`src/rtl/img2col_addr_gen_pkg.sv`:
```
// img2col_addr_gen_pkg: shared tile geometry, FSM state encoding and span helper.
package img2col_addr_gen_pkg;
  localparam int S2P_SIZE = 2;
  typedef logic [1:0] state_t;
  localparam state_t IDLE = 2'd0;
  localparam state_t RUN = 2'd1;
  localparam state_t DONE = 2'd2;
  function automatic int span_of(input int kk);
    return ((kk + S2P_SIZE * S2P_SIZE - 1) / (S2P_SIZE * S2P_SIZE)) * S2P_SIZE * S2P_SIZE;
  endfunction
endpackage

```
`src/rtl/img2col_win_cnt.sv`:
```
// img2col_win_cnt: nested kx/ky/e/ox/oy counters walking windows in img2col order.
module img2col_win_cnt #(
  parameter int KER = 3,
  parameter int SPAN = 12,
  parameter int OH = 4,
  parameter int OW = 4,
  parameter int KW = $clog2(KER + 1),
  parameter int EW = $clog2(SPAN + 1),
  parameter int XW = $clog2(OW + 1),
  parameter int YW = $clog2(OH + 1)
) (
  input  logic          clk,
  input  logic          rstn,
  input  logic          clr,
  input  logic          en,
  output logic [KW-1:0] kx,
  output logic [KW-1:0] ky,
  output logic [EW-1:0] e,
  output logic [XW-1:0] ox,
  output logic [YW-1:0] oy,
  output logic          last_elem,
  output logic          last_win
);
  localparam int KK = KER * KER;
  assign last_elem = e == EW'(SPAN - 1);
  assign last_win = ox == XW'(OW - 1) && oy == YW'(OH - 1);
  always_ff @(posedge clk or negedge rstn)
    if (!rstn) {kx, ky, e, ox, oy} <= '0;
    else if (clr) {kx, ky, e, ox, oy} <= '0;
    else if (en) begin
      if (last_elem) begin
        e <= '0;
        kx <= '0;
        ky <= '0;
        ox <= ox == XW'(OW - 1) ? '0 : ox + 1'b1;
        oy <= ox == XW'(OW - 1) ? oy + 1'b1 : oy;
      end else begin
        e <= e + 1'b1;
        // kernel position freezes once the filler tail starts
        if (e < EW'(KK - 1)) begin
          kx <= kx == KW'(KER - 1) ? '0 : kx + 1'b1;
          ky <= kx == KW'(KER - 1) ? ky + 1'b1 : ky;
        end
      end
    end
endmodule

```
`src/rtl/img2col_addr_gen.sv`:
```
// img2col_addr_gen: issues tensor/weight SRAM addresses and zero qualifiers in img2col order,
// each window zero-filled to a multiple of S2P_SIZE**2 elements.
module img2col_addr_gen
  import img2col_addr_gen_pkg::*;
#(
  parameter int IMG_H = 4,
  parameter int IMG_W = 4,
  parameter int KER = 3,
  parameter int PAD = 1,
  parameter int STRIDE = 1
) (
  input  logic                             clk,
  input  logic                             rstn,
  input  logic                             i_go,
  input  logic                             i_hold,
  output logic [$clog2(IMG_H*IMG_W)-1:0]   o_tensor_addr,
  output logic [$clog2(KER*KER)-1:0]       o_weight_addr,
  output logic                             o_start,
  output logic                             o_t_padding_zero,
  output logic                             o_w_padding_zero,
  output logic                             o_busy,
  output logic                             o_done
);
  localparam int KK = KER * KER;
  localparam int SPAN = span_of(KK);
  localparam int OH = (IMG_H + 2 * PAD - KER) / STRIDE + 1;
  localparam int OW = (IMG_W + 2 * PAD - KER) / STRIDE + 1;
  localparam int MX = IMG_H > IMG_W ? IMG_H : IMG_W;
  localparam int CW = $clog2(MX + KER + PAD) + 1;
  localparam int TW = $clog2(IMG_H * IMG_W);
  localparam int WW = $clog2(KK);
  localparam int KW = $clog2(KER + 1);
  localparam int EW = $clog2(SPAN + 1);
  localparam int XW = $clog2(OW + 1);
  localparam int YW = $clog2(OH + 1);
  if (OH < 1 || OW < 1) begin : g_bad_geom
    $error("img2col_addr_gen: kernel larger than padded tensor");
  end
  state_t st, st_nxt;
  logic en, fin, last_elem, last_win, real_e, t_vld;
  logic [KW-1:0] kx, ky;
  logic [EW-1:0] e;
  logic [XW-1:0] ox;
  logic [YW-1:0] oy;
  logic signed [CW-1:0] iy, ix;
  logic [TW-1:0] taddr_c;
  logic [WW-1:0] waddr_c;
  assign en = st == RUN && !i_hold;
  assign fin = en && last_elem && last_win;
  always_comb st_nxt = st == IDLE ? (i_go ? RUN : IDLE) : st == RUN ? (fin ? DONE : RUN) : IDLE;
  img2col_win_cnt #(
    .KER(KER), .SPAN(SPAN), .OH(OH), .OW(OW), .KW(KW), .EW(EW), .XW(XW), .YW(YW)
  ) u_cnt (
    .clk(clk), .rstn(rstn), .clr(st != RUN), .en(en),
    .kx(kx), .ky(ky), .e(e), .ox(ox), .oy(oy),
    .last_elem(last_elem), .last_win(last_win)
  );
  // signed input coordinates; negative or past-edge means border padding
  assign iy = CW'(int'(oy) * STRIDE + int'(ky) - PAD);
  assign ix = CW'(int'(ox) * STRIDE + int'(kx) - PAD);
  assign real_e = e < EW'(KK);
  assign t_vld = real_e && !iy[CW-1] && iy < CW'(IMG_H) && !ix[CW-1] && ix < CW'(IMG_W);
  assign taddr_c = t_vld ? TW'(int'(iy) * IMG_W + int'(ix)) : '0;
  assign waddr_c = real_e ? WW'(int'(ky) * KER + int'(kx)) : '0;
  always_ff @(posedge clk or negedge rstn)
    if (!rstn) begin
      st <= IDLE;
      o_busy <= 1'b0;
      o_done <= 1'b0;
      o_start <= 1'b0;
      o_tensor_addr <= '0;
      o_weight_addr <= '0;
      o_t_padding_zero <= 1'b0;
      o_w_padding_zero <= 1'b0;
    end else begin
      st <= st_nxt;
      o_busy <= st != IDLE;
      o_done <= st == DONE;
      o_start <= en;
      if (en) begin
        o_tensor_addr <= taddr_c;
        o_weight_addr <= waddr_c;
        o_t_padding_zero <= !t_vld;
        o_w_padding_zero <= !real_e;
      end else if (st != RUN) begin
        o_tensor_addr <= '0;
        o_weight_addr <= '0;
        o_t_padding_zero <= 1'b0;
        o_w_padding_zero <= 1'b0;
      end
    end
endmodule

```
`config.mk`:
```
export PLATFORM = sky130hd
export DESIGN_NAME = img2col_addr_gen
export DESIGN_NICKNAME = d
export VERILOG_FILES = /design/src/rtl/img2col_addr_gen_pkg.sv /design/src/rtl/img2col_win_cnt.sv /design/src/rtl/img2col_addr_gen.sv
export SDC_FILE = /design/constraint.sdc
export NUM_CORES = 1
export LEC_CHECK = 0
export ABC_CLOCK_PERIOD_IN_PS = 2700
export CORE_MARGIN = 2
export CORE_UTILIZATION = 39
export CTS_CLUSTER_DIAMETER = 120
export DETAILED_ROUTE_END_ITERATION = 7
export GPL_TIMING_DRIVEN = 0
export SYNTH_ARGS = -nofsm -noshare
export SYNTH_HDL_FRONTEND = slang
export SYNTH_SLANG_ARGS = --single-unit
```
`constraint.sdc`:
```
create_clock -name clk -period 2.7 [get_ports clk]
set_clock_uncertainty 0.15 [all_clocks]
set_input_delay 0.81 -clock clk [delete_from_list [all_inputs] [get_ports clk]]
set_output_delay 0.81 -clock clk [all_outputs]
set_load 0.05 [all_outputs]
```
# --- Word-level counts from Yosys, hierarchy flattened ---
# Index checks and enable logic that the tools add are counted.
totals:
  inputBits: 4
  out_inout_bits: 13
  latchBits: 0
  rom_bits: 0
  ff_bits: 29
  mem_bits_rw: 0
  n_memories: 0
op_classes:
  n_mux: 33
  div: 0
  multipliers: 1
  add_sub_neg: 11
  bitwise: 0
  n_reduce_logical: 24
  eq_ne: 7
  n_lt_le_gt_ge: 4
  shifts: 0
ops:
  columns: ["operator", "n"]
  rows:
  - ["$mux 4", 8]
  - ["$mux 2", 13]
  - ["$mux 3", 8]
  - ["$lt 4x4->1 const B", 4]
  - ["$add 3x2->4", 2]
  - ["$logic_and 1x1->1", 8]
  - ["$reduce_bool 2->1", 4]
  - ["$sub 4x1->4 const B", 2]
  - ["$add 3x1->3 const B", 2]
  - ["$eq 3x2->1 const B", 2]
  - ["$reduce_and 3->1", 2]
  - ["$reduce_bool 3->1", 2]
  - ["$logic_not 1->1", 5]
  - ["$add 2x1->2 const B", 2]
  - ["$add 4x1->4 const B", 1]
  - ["$add 4x2->4", 1]
  - ["$add 4x4->4", 1]
  - ["$eq 2x2->1 const B", 2]
  - ["$eq 4x4->1 const B", 1]
  - ["$mul 2x2->4 const B", 1]
  - ["$mux 1", 4]
  - ["$reduce_and 2->1", 2]
  - ["$eq 2x1->1 const B", 1]
  - ["$logic_not 2->1", 1]
  - ["$ne 2x1->1 const B", 1]

# --- Depth between registers and ports, before layout ---
depth:
  depth_word: 9
  mapped_depth: 10

# --- Modules after synthesis ---
# Synthesis repeated with hierarchy kept, for this count alone.
hier_totals:
  hier_cells: 171
  area_unflattened_um2: 1719.1
modules_own_cells:
  columns: ["module", "cells_per_inst", "area_per_inst_um2", "instances"]
  rows:
  - ["img2col_addr_gen", 94, 965.9, 1]
  - ["img2col_win_cnt", 77, 753.2, 1]

# --- Worst setup path after synthesis ---
# No wires, ideal clock.
synth_timing:
  path_type: "register to register"
  start: "register u_cnt.kx[1]"
  end: "register o_tensor_addr[3]"
  t_required_ns: 2.458
  path_stages_with_launch: 11
  arrival_ns: 2.002
  slack_ns: 0.456
  synth_period_minus_slack_ns: 2.244
  path_buffers: 0
  setup_ns: 0.092
  path_cell_list: "dfrtp_1 -> inv_1 -> ha_1 -> inv_1 -> ha_1 -> inv_1 -> fa_1 -> inv_1 -> nor3_1 -> nand3_2 -> o31ai_2"
synth_via:
  elab_chain_cells: 7
  word_cells_on_any_way: 9
  classes_between: "3 x add/sub; 1 x order compare; 2 x mux; 3 x reduce/logical"
synth_rtl:
  columns: ["element", "line_no", "source"]
  rows:
  - ["start, declared", "img2col_win_cnt.sv:16", "output logic [KW-1:0] kx,"]
  - ["start signal, assigned", "img2col_win_cnt.sv:41", "kx <= kx == KW'(KER - 1) ? '0 : kx + 1'b1;"]
  - ["$add 3x2->4 *", "img2col_addr_gen.sv:60", "assign ix = CW'(int'(ox) * STRIDE + int'(kx) - PAD);"]
  - ["$sub 4x1->4 *", "img2col_addr_gen.sv:60", null]
  - ["branches (longest 3 deep; another with $lt 4x4->1)", null, null]
  - ["$mux 4 *", "img2col_addr_gen.sv:63", "assign taddr_c = t_vld ? TW'(int'(iy) * IMG_W + int'(ix)) : '0;"]
  - ["$mux 4 *", "img2col_addr_gen.sv:80", "if (en) begin"]
  - ["end signal, assigned", "img2col_addr_gen.sv:81", "o_tensor_addr <= taddr_c;"]
  - ["end, declared", "img2col_addr_gen.sv:16", "output logic [$clog2(IMG_H*IMG_W)-1:0] o_tensor_addr,"]
# Every way passes the cells marked *.
# A chain may end at the register's enable or synchronous reset.

# --- Worst setup path after layout ---
layout_timing:
  start: "register u_cnt.kx[1]"
  end: "register o_tensor_addr[0]"
layout_via:
  elab_chain_cells: 7
  word_cells_on_any_way: 8
  classes_between: "2 x add/sub; 1 x order compare; 2 x mux; 3 x reduce/logical"
layout_rtl:
  columns: ["element", "line_no", "source"]
  rows:
  - ["$add 3x2->4 *", "img2col_addr_gen.sv:60", null]
  - ["$sub 4x1->4 *", "img2col_addr_gen.sv:60", null]
  - ["branches (longest 2 deep; another with $lt 4x4->1)", null, null]
  - ["$logic_and 1x1->1 *", "img2col_addr_gen.sv:62", "assign t_vld = real_e && !iy[CW-1] && iy < CW'(IMG_H) && !ix[CW-1] && ix < CW'(IMG_W);"]
  - ["$mux 4 *", "img2col_addr_gen.sv:63", null]
  - ["$mux 4 *", "img2col_addr_gen.sv:80", null]
# Marked as above.

==> flow_metrics.env <==
export IMPL_status="completed"
export IMPL_power_density_nw_per_um2=1020
export IMPL_postCtsSetupBuffers=0
export IMPL_gp_congestion=0.823
export IMPL_ir_drop_uv=530
export IMPL_yosysTopAreaCell="dfrtp_1"
export IMPL_yosys_register_bits=29
export IMPL_rows=23
export IMPL_syn_inst=161
export IMPL_grt_pass1_vias=1179
export IMPL_muxShareOfSynthArea=0.0186
export IMPL_critical_path_class="register to register"
export IMPL_cp_end_kind="register"
export IMPL_synth_compound_area_share=0.120
export IMPL_drive_above_1_share=0.136
export IMPL_finish_utilization=0.486
export IMPL_worst_ep_required_time_ps=2750
export IMPL_htreeDepth=2
export IMPL_cts_tree="built"
export IMPL_ioPinCount=17
export IMPL_path_max_fanout=5
export IMPL_grt_max_degree=30
export IMPL_synth_nets=184
export IMPL_path_clk_slew_ps=60
export IMPL_cpMaxStageDelayCell="fa_1"
export IMPL_setup_tns_ps=0
export IMPL_synth_ff_type="dfrtp_1"
export IMPL_cap_violations=0
export IMPL_leakage_nw=0.947
export IMPL_synthesis_area_um2=1680
export IMPL_synthArstFlopShare=1.00
export IMPL_worstSetupStartpointType="register"
export IMPL_grt_pass1_wl_um=5540
export IMPL_cts_root_buf="clkbuf_8"
export IMPL_crit_chain="inv_1 > ha_1 > inv_1 > ha_1 > inv_1 > fa_1 > inv_1 > nor3_1 > nand3_2 > o31ai_2"
export IMPL_ant_nets=0
export IMPL_final_nets=207
export IMPL_synth_top_family_by_area="simple AND/OR/NAND/NOR gates"
export IMPL_finalMaxSlewViolations=0
export IMPL_hold_violations=0
export IMPL_insertedDiodeCount=0
export IMPL_grt_ovfl_total=0
export IMPL_cp_common_cell="inv_1"
export IMPL_yosys_area_top_type_share=0.432
export IMPL_cts_made_buffers=5
export IMPL_drc=0
export IMPL_cts_resized=0
export IMPL_slew_headroom=0.564
export IMPL_synth_simple_area_share=0.185
export IMPL_grt_usage=0.146
export IMPL_die_h_um=69.7
export IMPL_wl_per_cell_um=13.6
export IMPL_whs_ps=337
export IMPL_slowest_delay_ps=470
export IMPL_synthXorXnorAreaFrac=0.0208
export IMPL_hold_path_depth=1
export IMPL_cts_max_path_buffers=2
export IMPL_synth_top_cells_by_area="dfrtp_1 43%, ha_1 11%, fa_1 4.8%, inv_1 4.5%, nor2_1 3.8%"
export IMPL_cts_num_sinks=29
export IMPL_antenna_found_initial=0
export IMPL_clock_latency_ps=280
export IMPL_worst_r2r_path_depth=10
export IMPL_fillers=386
export IMPL_die_x_um=69.7
export IMPL_fin_crit_sh=0.907
export IMPL_ctsHoldBuffers=0
export IMPL_core_area_um2=4090
export IMPL_place_hpwl_um=2270
export IMPL_dr_pass1_iters=4
export IMPL_yosysSeqAreaShare=0.432
export IMPL_synth_edf_count=0
export IMPL_min_period_ps=2450
export IMPL_fmax_ghz=0.408
export IMPL_die_area_um2=4850
export IMPL_tightest_slew_ps=654
export IMPL_syn_area_per_cell_um2=10.4
export IMPL_start_util=0.412
export IMPL_io_buffers=16
export IMPL_seqCellArea_um2=726
export IMPL_ys_types=37
export IMPL_drt_iter0_drc=34
export IMPL_setup_viol=0
export IMPL_synthAdderAreaFrac=0.159
export IMPL_final_design_area_no_fill_um2=1990
export IMPL_multi_input_area_um2=846
export IMPL_hold_class="register to register"
export IMPL_layout_area_overhead_vs_synth_pct=18.1
export IMPL_placed_cell_area_um2=1900
export IMPL_routed_wl_um=3180
export IMPL_yosys_warnings=0
export IMPL_via_per_inst=5.00
export IMPL_vias=1170
export IMPL_rsz0062_at_grt="no"
export IMPL_arrival_ps=2500
metal layers:
metal,up-vias,track usage,wire length (µm)
met2,22,0.221,1470
met4,0,0.0513,50
met1,564,0.192,1510
li1,578,-,-
met3,6,0.0523,150
met5,-,0,0
worst max-delay path, delay by kind of cell, from the launching register on:
kind / cells / cell delay (ps)
DFF: 1 / 450
adders and majority gates: 3 / 900
buffers and inverters: 4 / 270
AOI/OAI and AO/OA: 1 / 200
and+or+nand+nor: 2 / 400
logic make-up (layout without fill, tap and decap cells):
group	count (synthesis)	count (layout)
XOR/XNOR	4	4
buffers and inverters	26	49
AND/OR/NAND/NOR	54	54
flip-flops	29	29
multiplexers	3	3
adder cells (fa/ha/maj)	19	19
AO/OA/AOI/OAI	26	26
Yosys cell counts (2+ instances only):
cell and number:
a21oi_1 8, a22oi_1 5, and3_1 2, buf_2 4, dfrtp_1 29, fa_1 4
ha_1 15, inv_1 20, mux2i_1 2, nand2_1 9, nand2b_1 4, nand3_1 8
nor2_1 17, nor2_2 2, nor2b_1 2, nor3_1 2, nor3b_1 2, o21ai_0 3
o31ai_2 2, xnor2_1 4
report_power, final:
part | leakage, nW | internal (mW) | switching (mW)
logic | 0.536 | 0.430 | 0.577
registers | 0.367 | 0.550 | 0.116
clock network | 0.0443 | 0.202 | 0.156
through the flow:
step | instances | setup WS (ps) | power, mW
finish | 234 | 251 | 2.03
detailed placement | 227 | 99.7 | 1.68
global placement | 227 | 194 | 1.65
global route | 234 | 42.1 | 2.22
CTS | 234 | 228 | 2.06
floorplan | 161 | 456 | 1.43
flip-flops by register name (all words and copies together), names as in the netlist:
signal / flops
o_tensor_addr: 4
o_weight_addr: 4
u_cnt.e: 4
u_cnt.ox: 3
u_cnt.oy: 3
st: 2
u_cnt.kx: 2
u_cnt.ky: 2
o_busy: 1
o_done: 1
o_start: 1
o_t_padding_zero: 1
o_w_padding_zero: 1
layout by cell type (no fill, tap or decap):
cell / count
o31ai_2: 2
nand3b_1: 1
mux2i_1: 2
a22oi_1: 5
buf_2: 5
a32oi_1: 1
xnor2_1: 4
a21oi_4: 1
a21oi_1: 8
nor2_1: 17
clkbuf_8: 6
or2_2: 1
nor3b_1: 2
buf_6: 1
and3_1: 2
nand3_2: 1
nand2b_4: 1
nor3_1: 2
mux2_2: 1
o21a_1: 1
clkdlybuf4s50_1: 15
nor2b_1: 2
o211a_1: 1
nand3_1: 8
inv_1: 20
nor2_8: 1
nand4bb_4: 1
fa_1: 4
nor2_2: 2
a211oi_2: 1
a311oi_1: 1
nand2_1: 9
a21o_1: 1
dfrtp_1: 29
clkbuf_1: 2
o21ai_0: 3
o211ai_2: 1
ha_1: 15
nand2b_1: 4
layout make-up:
class                           count  share of cell area
Buffer                              6              0.0176
Clock buffer                        7              0.0435
Inverter                           20              0.0378
Multi-Input combinational cell    106               0.426
Sequential cell                    29               0.365
Tap cell                           50              0.0315
Timing Repair Buffer               16              0.0781
path summary, 6_finish.rpt:
check	to	slack [ps]	from
min in group asynchronous	o_t_padding_zero	400	rstn
max reg2reg	o_tensor_addr[0]	250	u_cnt.kx[1]
max	o_tensor_addr[0]	250	u_cnt.kx[1]
min	st[0]	340	st[1]
min reg2reg	st[0]	340	st[1]
max in group asynchronous	o_start	1570	rstn
Note: power is estimated with default switching activity, not from simulation.
